### config.mk
export PLATFORM = sky130hd
export DESIGN_NAME = d_e_pipe_reg
export DESIGN_NICKNAME = d
export VERILOG_FILES = /design/src/rtl/cpu_defs_pkg.sv /design/src/rtl/tnew_dec.sv /design/src/rtl/d_e_pipe_reg.sv
export SDC_FILE = /design/constraint.sdc
export NUM_CORES = 1
export LEC_CHECK = 0
export CELL_PAD_IN_SITES_DETAIL_PLACEMENT = 2
export CELL_PAD_IN_SITES_GLOBAL_PLACEMENT = 2
export CORE_AREA = 2 2 148 150
export DETAILED_ROUTE_END_ITERATION = 10
export DIE_AREA = 0 0 150 152
export DONT_BUFFER_PORTS = 1
export PLACE_DENSITY = 0.83
export SLEW_MARGIN = 20
export SYNTH_ARGS = -nofsm -noshare
export SYNTH_HDL_FRONTEND = slang
export SYNTH_SLANG_ARGS = --single-unit
### constraint.sdc
create_clock -name clk -period 11.1 [get_ports clk]
set_input_delay 2.22 -clock clk [delete_from_list [all_inputs] [get_ports clk]]
set_output_delay 2.22 -clock clk [all_outputs]
set_load 0.05 [all_outputs]
### src/rtl/cpu_defs_pkg.sv
// Shared CPU pipeline definitions: widths, register/instruction constants,
// Tnew encodings and control-bundle field offsets.
package cpu_defs;

  localparam int unsigned DW     = 32;
  localparam int unsigned CTRL_W = 16;
  localparam int unsigned TNEW_W = 2;
  localparam int unsigned REG_W  = 5;

  localparam logic [31:0]       NOP_INSTR = 32'h0;
  localparam logic [REG_W-1:0]  REG_ZERO  = 5'd0;

  localparam logic [TNEW_W-1:0] TNEW_NONE = 2'd0;
  localparam logic [TNEW_W-1:0] TNEW_ALU  = 2'd1;
  localparam logic [TNEW_W-1:0] TNEW_LOAD = 2'd2;

  // Bit offsets of the fields inside the opaque control bundle decoded in D
  localparam int unsigned CTRL_REG_WRITE = 0;
  localparam int unsigned CTRL_MEM_READ  = 1;
  localparam int unsigned CTRL_MEM_WRITE = 2;
  localparam int unsigned CTRL_ALU_SRC   = 3;
  localparam int unsigned CTRL_ALU_OP    = 4;
  localparam int unsigned CTRL_ALU_OP_W  = 4;
  localparam int unsigned CTRL_BRANCH    = 8;
  localparam int unsigned CTRL_JUMP      = 9;
  localparam int unsigned CTRL_WB_SEL    = 10;
  localparam int unsigned CTRL_WB_SEL_W  = 2;

endpackage

### src/rtl/tnew_dec.sv
// Saturating Tnew decrementer; a write to $0 never produces a pending result.
module tnew_dec
  import cpu_defs::*;
#(
  parameter int unsigned TW = TNEW_W
) (
  input  logic [TW-1:0]    tnew,
  input  logic [REG_W-1:0] a3,
  output logic [TW-1:0]    tnew_next_c
);

  always_comb begin
    tnew_next_c = '0;
    if ((a3 != REG_ZERO) && (tnew != '0)) begin
      tnew_next_c = tnew - TW'(1);
    end
  end

endmodule

### src/rtl/d_e_pipe_reg.sv
// Decode/Execute pipeline register with bubble insertion, E-stage freeze
// and a saturating debug count of inserted bubbles.
module d_e_pipe_reg
  import cpu_defs::*;
#(
  parameter int unsigned DW     = cpu_defs::DW,
  parameter int unsigned CTRL_W = cpu_defs::CTRL_W,
  parameter int unsigned TNEW_W = cpu_defs::TNEW_W
) (
  input  logic              clk,
  input  logic              reset,
  input  logic              en,
  input  logic              clr,
  input  logic [DW-1:0]     D_PC,
  input  logic [DW-1:0]     D_Instr,
  input  logic [DW-1:0]     D_RD1,
  input  logic [DW-1:0]     D_RD2,
  input  logic [DW-1:0]     D_EXT,
  input  logic [4:0]        D_A3,
  input  logic [TNEW_W-1:0] D_Tnew,
  input  logic [CTRL_W-1:0] D_Ctrl,
  output logic [DW-1:0]     E_PC,
  output logic [DW-1:0]     E_Instr,
  output logic [DW-1:0]     E_RD1,
  output logic [DW-1:0]     E_RD2,
  output logic [DW-1:0]     E_EXT,
  output logic [4:0]        E_A3,
  output logic [TNEW_W-1:0] E_Tnew,
  output logic [CTRL_W-1:0] E_Ctrl,
  output logic              E_valid,
  output logic [15:0]       bubble_cnt
);

  logic [TNEW_W-1:0] tnew_next_c;

  tnew_dec #(.TW(TNEW_W)) u_tnew_dec (
    .tnew        (D_Tnew),
    .a3          (D_A3),
    .tnew_next_c (tnew_next_c)
  );

  // Pipeline payload: bubble beats load, load beats hold
  always_ff @(posedge clk or posedge reset) begin
    if (reset) begin
      E_PC    <= '0;
      E_Instr <= '0;
      E_RD1   <= '0;
      E_RD2   <= '0;
      E_EXT   <= '0;
      E_A3    <= '0;
      E_Tnew  <= '0;
      E_Ctrl  <= '0;
      E_valid <= 1'b0;
    end else if (clr) begin
      // Bubble keeps the stalled PC for exception attribution
      E_PC    <= D_PC;
      E_Instr <= DW'(NOP_INSTR);
      E_RD1   <= '0;
      E_RD2   <= '0;
      E_EXT   <= '0;
      E_A3    <= REG_ZERO;
      E_Tnew  <= '0;
      E_Ctrl  <= '0;
      E_valid <= 1'b0;
    end else if (en) begin
      E_PC    <= D_PC;
      E_Instr <= D_Instr;
      E_RD1   <= D_RD1;
      E_RD2   <= D_RD2;
      E_EXT   <= D_EXT;
      E_A3    <= D_A3;
      E_Tnew  <= tnew_next_c;
      E_Ctrl  <= D_Ctrl;
      E_valid <= 1'b1;
    end
  end

  // Saturating bubble counter
  always_ff @(posedge clk or posedge reset) begin
    if (reset) begin
      bubble_cnt <= '0;
    end else if (clr && (bubble_cnt != 16'hFFFF)) begin
      bubble_cnt <= bubble_cnt + 16'd1;
    end
  end

endmodule
* Word level (Yosys, flattened, before mapping)
Cells that the tools add are included.
W data, S select, Z words.
** Word-level totals
- Register bits :: 200
- Latch bits :: 0
- Bits in writable memories :: 0
- Memory bits (read-only) :: 0
- Input port bits :: 187
- Output and inout bits :: 200
- Logic and storage cells :: 37
- Memories :: 0
** Operators by class
- $add $sub $neg :: 2
- $mul :: 0
- Div/mod/pow operators :: 0
- Magnitude comparators :: 0
- Equal/unequal tests :: 1
- Shift operators :: 0
- Mux-type cells :: 19
- Bitwise gates (word level) :: 0
- Reduce and logical (&&, ||, !) cells :: 5
** Operators by type and width (number)
- $mux W32 :: 10
- $mux W16 :: 2
- $add A16 B1 Y16 const B :: 1
- $ne A16 B16 Y1 const B :: 1
- $mux W5 :: 2
- $mux W2 :: 3
- $reduce_bool A5 Y1 :: 1
- $reduce_bool A2 Y1 :: 2
- $logic_and A1 B1 Y1 :: 2
- $mux W1 :: 2
- $sub A2 B1 Y2 const B :: 1

* Longest topological paths before layout
- Word-level depth :: 5
- Depth in mapped cells :: 5
- Mapped depth without buffers :: 5

* By module
From an unflattened synthesis, not the netlist that was laid out.
** Second synthesis, totals
- Cell total of the unflattened synthesis :: 643
- Area, all modules :: 8091.5 um^2
** By module, submodules not included
- d_e_pipe_reg :: times used 1, cells each 636, area an instance 8040.2 um^2, sequential area each 5004.8 um^2
- tnew_dec :: times used 1, cells each 7, area an instance 51.3 um^2, sequential area each 0.0 um^2

* Least setup slack after synthesis
OpenSTA, ideal clock, no wires.
- Path type :: input port to flip-flop
- Start :: input en
- End :: register E_RD1[0]
- Setup time :: 132 ps
- Arrival time :: 3056 ps
- Required time :: 10968 ps
- Slack :: 7913 ps
- Stages on the path :: 5
- Buffers on the path :: 3
- Cells stage by stage :: buf_2 > buf_2 > buf_2 > mux2i_1 > nor2_1
** On the way
- Longest elaborated chain between the ends :: 1
** RTL lines
- start: declaration :: line d_e_pipe_reg.sv:12 : input logic en,
- $reduce_bool A2 Y1 (no line)
- end signal: assignment :: line d_e_pipe_reg.sv:47 : E_RD1 <= '0;
- end signal: assignment :: line d_e_pipe_reg.sv:58 : E_RD1 <= '0;
- end signal: assignment :: line d_e_pipe_reg.sv:68 : E_RD1 <= D_RD1;
- end: declaration :: line d_e_pipe_reg.sv:24 : output logic [DW-1:0] E_RD1,
Every way passes these cells.
A chain may end at the register's enable or synchronous reset.

* Worst setup path in the final report
- Start :: register bubble_cnt[4]
- End :: output bubble_cnt[4]
** RTL lines
- start: declaration :: line d_e_pipe_reg.sv:31 : output logic [15:0] bubble_cnt
- start signal: assignment :: line d_e_pipe_reg.sv:83 : bubble_cnt <= bubble_cnt + 16'd1;
No word-level cell between the ends.

==> run metrics <==
Critical Path RT=8.88 ns; P per Cell Area=199.8 mW/mm^2; number of flops mapped to enable cells by yosys=0; layout overhead on the synthesized area=10.01%; final layout net count=816; Worst EP arrival=1.20 ns; Clock Tree Root=clkbuf_16; Sw Pwr=0.6145 mW; Synth cell types=32; drt pass-1 iters=4; async set-or-reset flop fraction in the synthesized netlist=100.0%; power share of the combinational group=6.5%; worst setup path startpoint=bubble_cnt[4]; worst r2r src=bubble_cnt[4]; Sum Neg Setup Slack=0 ns; Placeable Area=0.02135 sq mm; Diodes inserted=0; Hold Path Origin=E_Tnew[0]; Max Cap Violations=0; Synth warnings=0; Worst Skew=0.009934 ns; Die Y=152 um; fin. max-slew vios=0; Mapped Area=0.008089 sq mm; standard-cell rows=54; register bit count reported by yosys=200; top_reg_cell synth=dfrtp_1; Mapped Cells=643; Least-Margin Pin Slew=0.7833 ns; Starting Density=37.89%; HPWL Detailed=15.57 mm; maximum vdd drop=0.09462 mV; clock period minus worst slack=3.422 ns; H-tree depth reported by CTS=4; dpl ws=7.149 ns; cell taking the most area after synthesis=dfrtp_1; share of layout cells above drive strength 1=11.42%; top post-synthesis cells by area=dfrtp_1 62%, mux2i_1 18%, nor2_1 7.3%; Worst Setup Start Kind=flip-flop; P_leak=4.415 nW; setup bufs post-CTS=0; Switching Fraction=34.57%; total number of vias=4898; most frequent cells in the layout=200 x dfrtp_1, 157 x nor2_1, 149 x mux2i_1, 33 x mux2_2, 17 x clkbuf_16; Clock Latency Late Sink=0.42 ns; Clk pwr share=35.0%; power share of the sequential group=58.4%; sequential area share after synthesis=61.87%; initial drt markers=201; vias per cell=5.330; top cell type's share of synthesized area=61.87%; FMAX=0.2922 GHz; CP max FO=7; final WL=21.57 mm; die width=150 um; syn avg cell area=12.58 sq um; run status=finished clean; post-route ant nets=0; most common cell after layout, fill and taps aside=dfrtp_1; clk slew on worst S/H paths=0.08 ns; Fin. Hold Viols=0; Remaining Overflow, GRT=0; CTS Sinks=200; DRC Markers=0; CTS resizes=0; CTS Hold Bufs=0; post-synth net total=832; total CTS buffers=17; I/O Pins=387; Hold Crit Class=flip-flop to flip-flop; Fill cells=2153; vias in the first global route=5599; first-pass GRT wire length=33.11 mm; initial antenna violation count=0; Internal Power=1.163 mW; die area=0.02280 sq mm; drt wl/cell=23.47 um; CTS Buffer Depth=2; PortBufs=0; CP endpoint kind=primary output; largest net degree at the start of global routing=161; Setup Viol. Count Final=0; RePlAce Congestion=0.7928; worst setup margin=7.678 ns; Final period util=30.83%; RSZ-0062 raised after global routing=false; CTS tree=built; critical path type=flip-flop to primary output; relative slew slack=47.78%; all-layer global routing usage=18.89%
flip-flops by register name, indices dropped and copies added, names as in the netlist:
signal,flops
E_A3,5
E_Ctrl,16
E_EXT,32
E_Instr,32
E_PC,32
E_RD1,32
E_RD2,32
E_Tnew,2
E_valid,1
bubble_cnt,16
cell families after synthesis:
logic type                 count (synthesis)  share of synthesized area, %
muxes                                    183                         23.17
xor gates and xnor gates                  10                         1.083
and+or+nand+nor                          193                         10.39
buffers and inverters                     43                         2.305
adders and majority gates                  2                        0.3093
AOI/OAI and AO/OA                         12                        0.8662
DFF                                      200                         61.87
path summary, 6_finish.rpt:
check                                 to  depth (start not counted)  slack, ns
min reg2reg                    E_Tnew[0]                          2       0.83
min                            E_Tnew[0]                          2       0.83
min in group asynchronous  bubble_cnt[4]                          1       1.78
max reg2reg                bubble_cnt[1]                          4       8.77
max in group asynchronous     E_Instr[3]                          2       7.99
max                        bubble_cnt[4]                          0       7.68
layer usage:
layer	GRT usage, %	routed length (um)
met4	6.783	488
met2	34.68	11750
met1	20.65	7688
met3	5.105	1642
met5	0	0
synth_stat cells, types with 2 or more instances:
cell      count
a21oi_1       6
and3_1        2
and4_1        2
buf_1         3
buf_2        20
clkbuf_1     14
dfrtp_1     200
ha_1          2
inv_1         6
mux2_2       33
mux2i_1     149
nand2_1       8
nand2b_1      2
nand3_1       4
nand4_4       2
nor2_1      158
nor3_1        5
nor4_1        3
o21ai_0       3
xnor2_1       3
xor2_1        7
metrics by stage:
step / util (%) / total power [mW] / instance area (sq um) / std cells / hold slack, ns
final: 41.68 / 1.778 / 8899 / 919 / 0.8332
after global routing: 41.68 / 1.850 / 8899 / 919 / 0.8808
after CTS: 41.66 / 1.799 / 8895 / 919 / 0.8333
after detailed placement: 38.88 / 1.173 / 8300 / 888 / 0.8242
after global placement: 38.88 / 1.156 / 8300 / 888 / 0.8161
after floorplan: - / 1.143 / 8089 / 643 / 0.7700
final cells by class:
cell class	count	area [sq um]	share of cell area, %
Timing Repair Buffer	2	18.77	0.2109
Inverter	6	30.03	0.3375
Clock inverter	13	155.1	1.744
Clock buffer	18	439.2	4.935
Tap cell	280	350.3	3.937
Sequential cell	200	5005	56.24
Multi-Input combinational cell	400	2900	32.59
worst reg2reg max path: stages, from the launching register on:
cell and delay (ns):
dfrtp_1 0.77, nand4_1 0.33, nor4_4 0.55, nand2b_2 0.24
mux2_1 0.32
power groups by stage:
stage | registers [mW] | logic, mW | clock network [mW]
after floorplan | 1.03 | 0.115 | 0
after global placement | 1.05 | 0.106 | 0
after detailed placement | 1.05 | 0.119 | 0
after CTS | 1.04 | 0.120 | 0.639
after global routing | 1.05 | 0.132 | 0.671
final | 1.04 | 0.116 | 0.623
(Power assumes the default switching activity.)
